--- src/rtl/uart_rx_block_assembler.sv ---
// UART receiver (8N1, NTICKS-times oversampled) feeding a byte -> 128-bit block assembler.
// Completed blocks are presented on a valid/ready output register.
// Optional feature: define UART_RX_PARITY_EN to add an even-parity bit and the par_err output.
module uart_rx_block_assembler #(
  parameter int unsigned DATA_WIDTH = 32,
  parameter int unsigned N_AES      = 128,
  parameter int unsigned NTICKS     = 16,
  parameter int unsigned DIV_WIDTH  = 11
) (
  input  logic                 PCLK,
  input  logic                 PRESET,
  input  logic [DIV_WIDTH-1:0] divisor,
  input  logic                 rx,
  output logic [N_AES-1:0]     blk_data,
  output logic                 blk_valid,
  input  logic                 blk_ready,
  output logic                 frame_err,
  output logic                 overrun,
`ifdef UART_RX_PARITY_EN
  output logic                 par_err,
`endif
  output logic [3:0]           byte_cnt
);

  localparam int unsigned BytesPerBlock = (N_AES / DATA_WIDTH) * (DATA_WIDTH / 8);
  localparam int unsigned IdxW          = $clog2(BytesPerBlock);
  localparam int unsigned TnW           = $clog2(NTICKS);
  localparam logic [TnW-1:0]  HalfLast  = TnW'(NTICKS / 2 - 1);
  localparam logic [TnW-1:0]  FullLast  = TnW'(NTICKS - 1);
  localparam logic [IdxW-1:0] IdxLast   = IdxW'(BytesPerBlock - 1);

`ifdef UART_RX_PARITY_EN
  typedef enum logic [2:0] {StIdle, StStart, StData, StParity, StStop} state_e;
`else
  typedef enum logic [2:0] {StIdle, StStart, StData, StStop} state_e;
`endif

  state_e state_q, state_d;

  logic                 rx_meta_q, rx_s_q, rx_prev_q;
  logic                 fall;
  logic [DIV_WIDTH-1:0] tcnt_q, tcnt_d, div_m1;
  logic                 tick, start_entry;
  logic [TnW-1:0]       tnum_q, tnum_d;
  logic [2:0]           bit_q, bit_d;
  logic [7:0]           shift_q, shift_d;
  logic [IdxW-1:0]      idx_q, idx_d;
  logic [N_AES-1:0]     asm_q, asm_d;
  logic [N_AES-1:0]     blk_data_q, blk_data_d;
  logic                 blk_valid_q, blk_valid_d;
  logic                 frame_err_q, frame_err_d;
  logic                 overrun_q, overrun_d;
  logic                 byte_ok, frame_bad, block_done;
`ifdef UART_RX_PARITY_EN
  logic                 par_bad_q, par_bad_d;
  logic                 par_err_q, par_err_d;
  logic                 par_fail;
`endif

  assign fall = rx_prev_q & ~rx_s_q;

  // Two-flop synchroniser plus one history flop for falling-edge detection.
  always_ff @(posedge PCLK) begin
    if (PRESET) begin
      rx_meta_q <= 1'b1;
      rx_s_q    <= 1'b1;
      rx_prev_q <= 1'b1;
    end else begin
      rx_meta_q <= rx;
      rx_s_q    <= rx_meta_q;
      rx_prev_q <= rx_s_q;
    end
  end

  // Baud tick generator; >= lets a shrinking divisor wrap promptly instead of running to overflow.
  always_comb begin
    div_m1 = (divisor == '0) ? '0 : divisor - DIV_WIDTH'(1);
    tick   = (tcnt_q >= div_m1);
    if (start_entry || tick) begin
      tcnt_d = '0;
    end else begin
      tcnt_d = tcnt_q + DIV_WIDTH'(1);
    end
  end

  // Receive FSM: start-bit qualification, LSB-first data capture, stop-bit check.
  always_comb begin
    state_d     = state_q;
    tnum_d      = tnum_q;
    bit_d       = bit_q;
    shift_d     = shift_q;
    start_entry = 1'b0;
    byte_ok     = 1'b0;
    frame_bad   = 1'b0;
`ifdef UART_RX_PARITY_EN
    par_bad_d   = par_bad_q;
    par_fail    = 1'b0;
`endif
    unique case (state_q)
      StIdle: begin
        if (fall) begin
          state_d     = StStart;
          tnum_d      = '0;
          start_entry = 1'b1;
        end
      end
      StStart: begin
        if (tick) begin
          if (tnum_q == HalfLast) begin
            tnum_d  = '0;
            bit_d   = '0;
            // A high line at mid start bit is a glitch, not a frame.
            state_d = rx_s_q ? StIdle : StData;
          end else begin
            tnum_d = tnum_q + TnW'(1);
          end
        end
      end
      StData: begin
        if (tick) begin
          if (tnum_q == FullLast) begin
            tnum_d  = '0;
            shift_d = {rx_s_q, shift_q[7:1]};
            bit_d   = bit_q + 3'd1;
            if (bit_q == 3'd7) begin
`ifdef UART_RX_PARITY_EN
              state_d = StParity;
`else
              state_d = StStop;
`endif
            end
          end else begin
            tnum_d = tnum_q + TnW'(1);
          end
        end
      end
`ifdef UART_RX_PARITY_EN
      StParity: begin
        if (tick) begin
          if (tnum_q == FullLast) begin
            tnum_d    = '0;
            par_bad_d = rx_s_q ^ (^shift_q);
            state_d   = StStop;
          end else begin
            tnum_d = tnum_q + TnW'(1);
          end
        end
      end
`endif
      StStop: begin
        if (tick) begin
          if (tnum_q == FullLast) begin
            tnum_d  = '0;
            state_d = StIdle;
            if (!rx_s_q) begin
              frame_bad = 1'b1;
`ifdef UART_RX_PARITY_EN
            end else if (par_bad_q) begin
              par_fail = 1'b1;
`endif
            end else begin
              byte_ok = 1'b1;
            end
          end else begin
            tnum_d = tnum_q + TnW'(1);
          end
        end
      end
      default: state_d = StIdle;
    endcase
  end

  // Byte packing and output register handshake; a full block loads only if the register is free.
  always_comb begin
    asm_d       = asm_q;
    idx_d       = idx_q;
    blk_data_d  = blk_data_q;
    blk_valid_d = blk_valid_q & ~blk_ready;
    overrun_d   = 1'b0;
    frame_err_d = frame_bad;
    block_done  = byte_ok && (idx_q == IdxLast);
    if (byte_ok) begin
      asm_d[{idx_q, 3'b000} +: 8] = shift_q;
      idx_d = (idx_q == IdxLast) ? '0 : idx_q + IdxW'(1);
    end
    if (block_done) begin
      if (!blk_valid_q || blk_ready) begin
        blk_valid_d = 1'b1;
        blk_data_d  = asm_d;
      end else begin
        overrun_d = 1'b1;
      end
    end
`ifdef UART_RX_PARITY_EN
    par_err_d = par_fail;
`endif
  end

  // State and datapath registers.
  always_ff @(posedge PCLK) begin
    if (PRESET) begin
      state_q     <= StIdle;
      tcnt_q      <= '0;
      tnum_q      <= '0;
      bit_q       <= '0;
      shift_q     <= '0;
      idx_q       <= '0;
      asm_q       <= '0;
      blk_data_q  <= '0;
      blk_valid_q <= 1'b0;
      frame_err_q <= 1'b0;
      overrun_q   <= 1'b0;
`ifdef UART_RX_PARITY_EN
      par_bad_q   <= 1'b0;
      par_err_q   <= 1'b0;
`endif
    end else begin
      state_q     <= state_d;
      tcnt_q      <= tcnt_d;
      tnum_q      <= tnum_d;
      bit_q       <= bit_d;
      shift_q     <= shift_d;
      idx_q       <= idx_d;
      asm_q       <= asm_d;
      blk_data_q  <= blk_data_d;
      blk_valid_q <= blk_valid_d;
      frame_err_q <= frame_err_d;
      overrun_q   <= overrun_d;
`ifdef UART_RX_PARITY_EN
      par_bad_q   <= par_bad_d;
      par_err_q   <= par_err_d;
`endif
    end
  end

  assign blk_data  = blk_data_q;
  assign blk_valid = blk_valid_q;
  assign frame_err = frame_err_q;
  assign overrun   = overrun_q;
  assign byte_cnt  = 4'(idx_q);
`ifdef UART_RX_PARITY_EN
  assign par_err   = par_err_q;
`endif

endmodule

--- config.mk ---
export PLATFORM = sky130hd
export DESIGN_NAME = uart_rx_block_assembler
export DESIGN_NICKNAME = d
export VERILOG_FILES = /design/src/rtl/uart_rx_block_assembler.sv
export SDC_FILE = /design/constraint.sdc
export NUM_CORES = 1
export LEC_CHECK = 0
export CORE_MARGIN = 4
export CORE_UTILIZATION = 53
export CTS_BUF_LIST = sky130_fd_sc_hd__clkbuf_8
export CTS_CLUSTER_DIAMETER = 80
export CTS_CLUSTER_SIZE = 20
export DETAILED_ROUTE_END_ITERATION = 10
export PLACE_DENSITY = 0.82
export SLEW_MARGIN = 20
export SYNTH_ARGS = -nofsm -noshare
export SYNTH_HDL_FRONTEND = slang
export SYNTH_SLANG_ARGS = --single-unit
--- constraint.sdc ---
create_clock -name PCLK -period 8.5 [get_ports PCLK]
set_input_delay 0.85 -clock PCLK [delete_from_list [all_inputs] [get_ports PCLK]]
set_output_delay 0.85 -clock PCLK [all_outputs]
set_load 0.02 [all_outputs]
==> metrics.cfg <==
[die]
ios = 150
die-height_um = 154.7
die_footprint_um2 = 23940
core_region_area_um2 = 21090
fp.dieW_um = 154.7
floorplan.initialDensity_pct = 54.11
num_rows = 53

[placed_design]
globalplace.congestion = 0.8441
hpwl_mm = 17.11
io_buffer_count = 149
post_dp_cell_area_um2 = 12940
dpl_worst_slack_ns = 3.178

[route]
wire_per_inst_um = 17.32
vias = 8363
first_iter_violations = 596
post-route-drc-count = 0
drt-vias-per-instance = 5.498
detail_route.first_pass.iterations = 5
totalWireLength_mm = 26.35
ant_nets = 0

[worst_setup_path]
crit_fanout = 65
worstSetupEndpointType = register
cp.required_ns = 8.88
critical-path-max-stage-delay_ns = 0.88
timing.critical_path.from_type = input port
crit_path_top_delay_cell = sky130_fd_sc_hd__buf_4
critical_path.cell_chain = clkdlybuf4s50_1 > nor4_1 > nand3_1 > or3_1 > nand2_1 > ha_1 > a21oi_1 > o21ai_0 > nand2b_2 > a211oi_4 > buf_4 > mux2i_1 > nor2_1
worstSetupPathType = in2reg
worst_path_arrival_ns = 5.21

[cells_and_area]
n_antenna_cell = 0
finish.utilization_pct = 62.61
layout.cells.most_common_list = sky130_fd_sc_hd__dfxtp_1 (294), sky130_fd_sc_hd__nor2_1 (262), sky130_fd_sc_hd__clkdlybuf4s50_1 (148)
final_nets = 1281
finish.instance_area_um2 = 13200
share_of_post_route_cells_with_drive_strength_above_1_pct = 5.618
area_overhead_of_the_layout_relative_to_synthesis_pct = 15.70
layout.filler_cells = 1756
mostFrequentLayoutCell = sky130_fd_sc_hd__dfxtp_1

[grt]
first_pass_grt_wire_length_mm = 42.98
antenna_found_initial = 0
overflow_left_after_global_routing = 0
first_global_vias = 8133
grt_use_total_pct = 21.60
pin_count_of_the_biggest_net_entering_global_routing = 168

[timing]
final-setup-viol-count = 0
totalNegativeSetupSlack_ns = 0
hold_viol = 0
max_slew.worst_pin.slew_ns = 1.191
drv_slew = 0
layout_min_cycle_time_ns = 4.834
rsz0062_at_grt = false
fmax_mhz = 206.9
setup_slack_ns = 3.666
maxSlewHeadroom_pct = 20.47
final.setup_skew_ns = 0.03924
period_share_pct = 56.87

[logic_synthesis]
syn-num-nets = 1189
synth_compound_area_share_pct = 14.39
synth_flop_type = sky130_fd_sc_hd__dfxtp_1
main_combinational_cell_family_by_area_after_synthesis = compound AO/OA/AOI/OAI gates
post_synth_mux_area_share_pct = 12.73
synth_seq_area_share_pct = 51.58
yosys.cell_types.count = 53
postSynth.asyncResetShare_pct = 0
synth_simple_gate_area_share_pct = 14.02
synthesis.instances = 1154
ys_seq_elements = 294
ys.warnings.count = 0
syn-cell-area_um2 = 11410
number_of_enable_flip_flop_cells_after_synthesis = 0
synth_adder_area_share_pct = 2.193
xor_and_xnor_area_share_after_synthesis_pct = 1.382
post_synth.cell_area_avg_um2 = 9.888

[run_status]
outcome = complete, no violations

[clocking]
cts.root.buffer_cell = sky130_fd_sc_hd__clkbuf_8
tritoncts_clock_tree = yes
htree_num_levels = 1
path_clk_slew_ns = 0.12
cts_made_buffers = 18
post_cts_resized = 0
cts_num_sinks = 294
clock_network_latency_to_the_later_pin_of_the_worst_skew_pair_ns = 0.55
max-clock-path-buffers = 3
post_cts.repair.setup_buffers = 0
hold_buffers = 0

[power]
vdd_ir_drop_max_uv = 117.0
leakagePower_nw = 4.255
pwr_density_cell_nw_per_um2 = 154.3

[min_path]
hold_path.class = reg2reg

[flow_run]
maxCapViolCount = 0

worst paths after layout:
path	startpoint	end	slack, ns	cells past startpoint
max	divisor[6]	blk_data[68]$_SDFFE_PP0P_	3.67	13
min	rx_meta_q$_SDFF_PP1_	rx_s_q$_SDFF_PP1_	0.43	1
max reg2reg	tcnt_q[6]$_SDFF_PP0_	blk_data[68]$_SDFFE_PP0P_	5.04	8
min reg2reg	rx_meta_q$_SDFF_PP1_	rx_s_q$_SDFF_PP1_	0.43	1
state kept, by name, indices dropped and copies added, names as in the netlist, 2 cells and up:
name	cells
state_q	2
blk_data	128
asm_q	128
bit_q	3
tnum_q	4
shift_q	8
byte_cnt	4
tcnt_q	11
worst max-delay path: cells and delay by family:
kind / cells / cell delay (ns)
and+or+nand+nor: 6 / 1.71
buffers and inverters: 2 / 1.36
AOI/OAI and AO/OA: 3 / 0.79
muxes: 1 / 0.29
adders and majority gates: 1 / 0.14
layout make-up:
cell class / count / area, um^2 / area share [%]
Clock buffer: 18 / 247.7 / 1.876
Clock inverter: 2 / 17.52 / 0.1327
Inverter: 9 / 33.78 / 0.2559
Multi-Input combinational cell: 767 / 5122 / 38.80
Sequential cell: 294 / 5886 / 44.58
Tap cell: 275 / 344.1 / 2.606
Timing Repair Buffer: 156 / 1551 / 11.75
layer usage:
| layer | global-route usage, % | routed length [um] | part of all wire (%) | up-vias |
|---|---|---|---|---|
| met5 | 0 | 0 | 0 | - |
| met4 | 4.500 | 466 | 1.8 | 0 |
| met3 | 6.100 | 1949 | 7.4 | 37 |
| met2 | 35.11 | 12010 | 46 | 190 |
| met1 | 28.95 | 11920 | 45 | 3970 |
| li1 | - | - | - | 4166 |
cell families after synthesis:
group                      count (synthesis)
xor gates and xnor gates                  18
adders and majority gates                 20
muxes                                    145
AOI/OAI and AO/OA                        204
and+or+nand+nor                          380
DFF                                      294
buffers and inverters                     93
cell usage after synthesis (all sizes together), types with 2 or more instances:
master   number  share of area (%)
a21o          2               0.13
nand2        51                1.7
a21oi        36                1.6
and3          4               0.22
nor4          3               0.16
or3           2               0.11
and4          2               0.15
clkbuf       42                1.4
or2           7               0.38
o2111ai       5               0.38
nand4         6               0.33
a31oi         2               0.11
nand2b        5               0.27
inv           9               0.30
a22o         17                1.3
xor2         13                1.0
nand3b        7               0.46
nor3          7               0.31
and2          4               0.22
and3b         2               0.15
o21ai        26                1.1
mux2i       144                 13
ha           20                2.2
buf          42                2.0
nor2        263                8.7
nor2b         3               0.23
a2111oi       4               0.58
a41oi         3               0.23
xnor2         5               0.38
a22oi        32                2.1
a211oi       73                6.5
dfxtp       294                 52
nand3        11               0.48
where the power goes:
group,internal (mW),switching [mW],total (mW)
clock,0.198,0.408,0.605
combinational,0.0152,0.0354,0.0506
sequential,1.38,0.00267,1.38
total,1.59,0.446,2.04
stage by stage:
stage | hold slack, ns | instances | total power [mW]
after floorplan | 0.3895 | 1154 | 1.447
after global placement | 0.4034 | 1501 | 1.462
after detailed placement | 0.3993 | 1501 | 1.463
after CTS | 0.4329 | 1521 | 2.059
after global routing | 0.4414 | 1521 | 2.113
final | 0.4331 | 1521 | 2.038
Power figures use the tool's default switching activity.
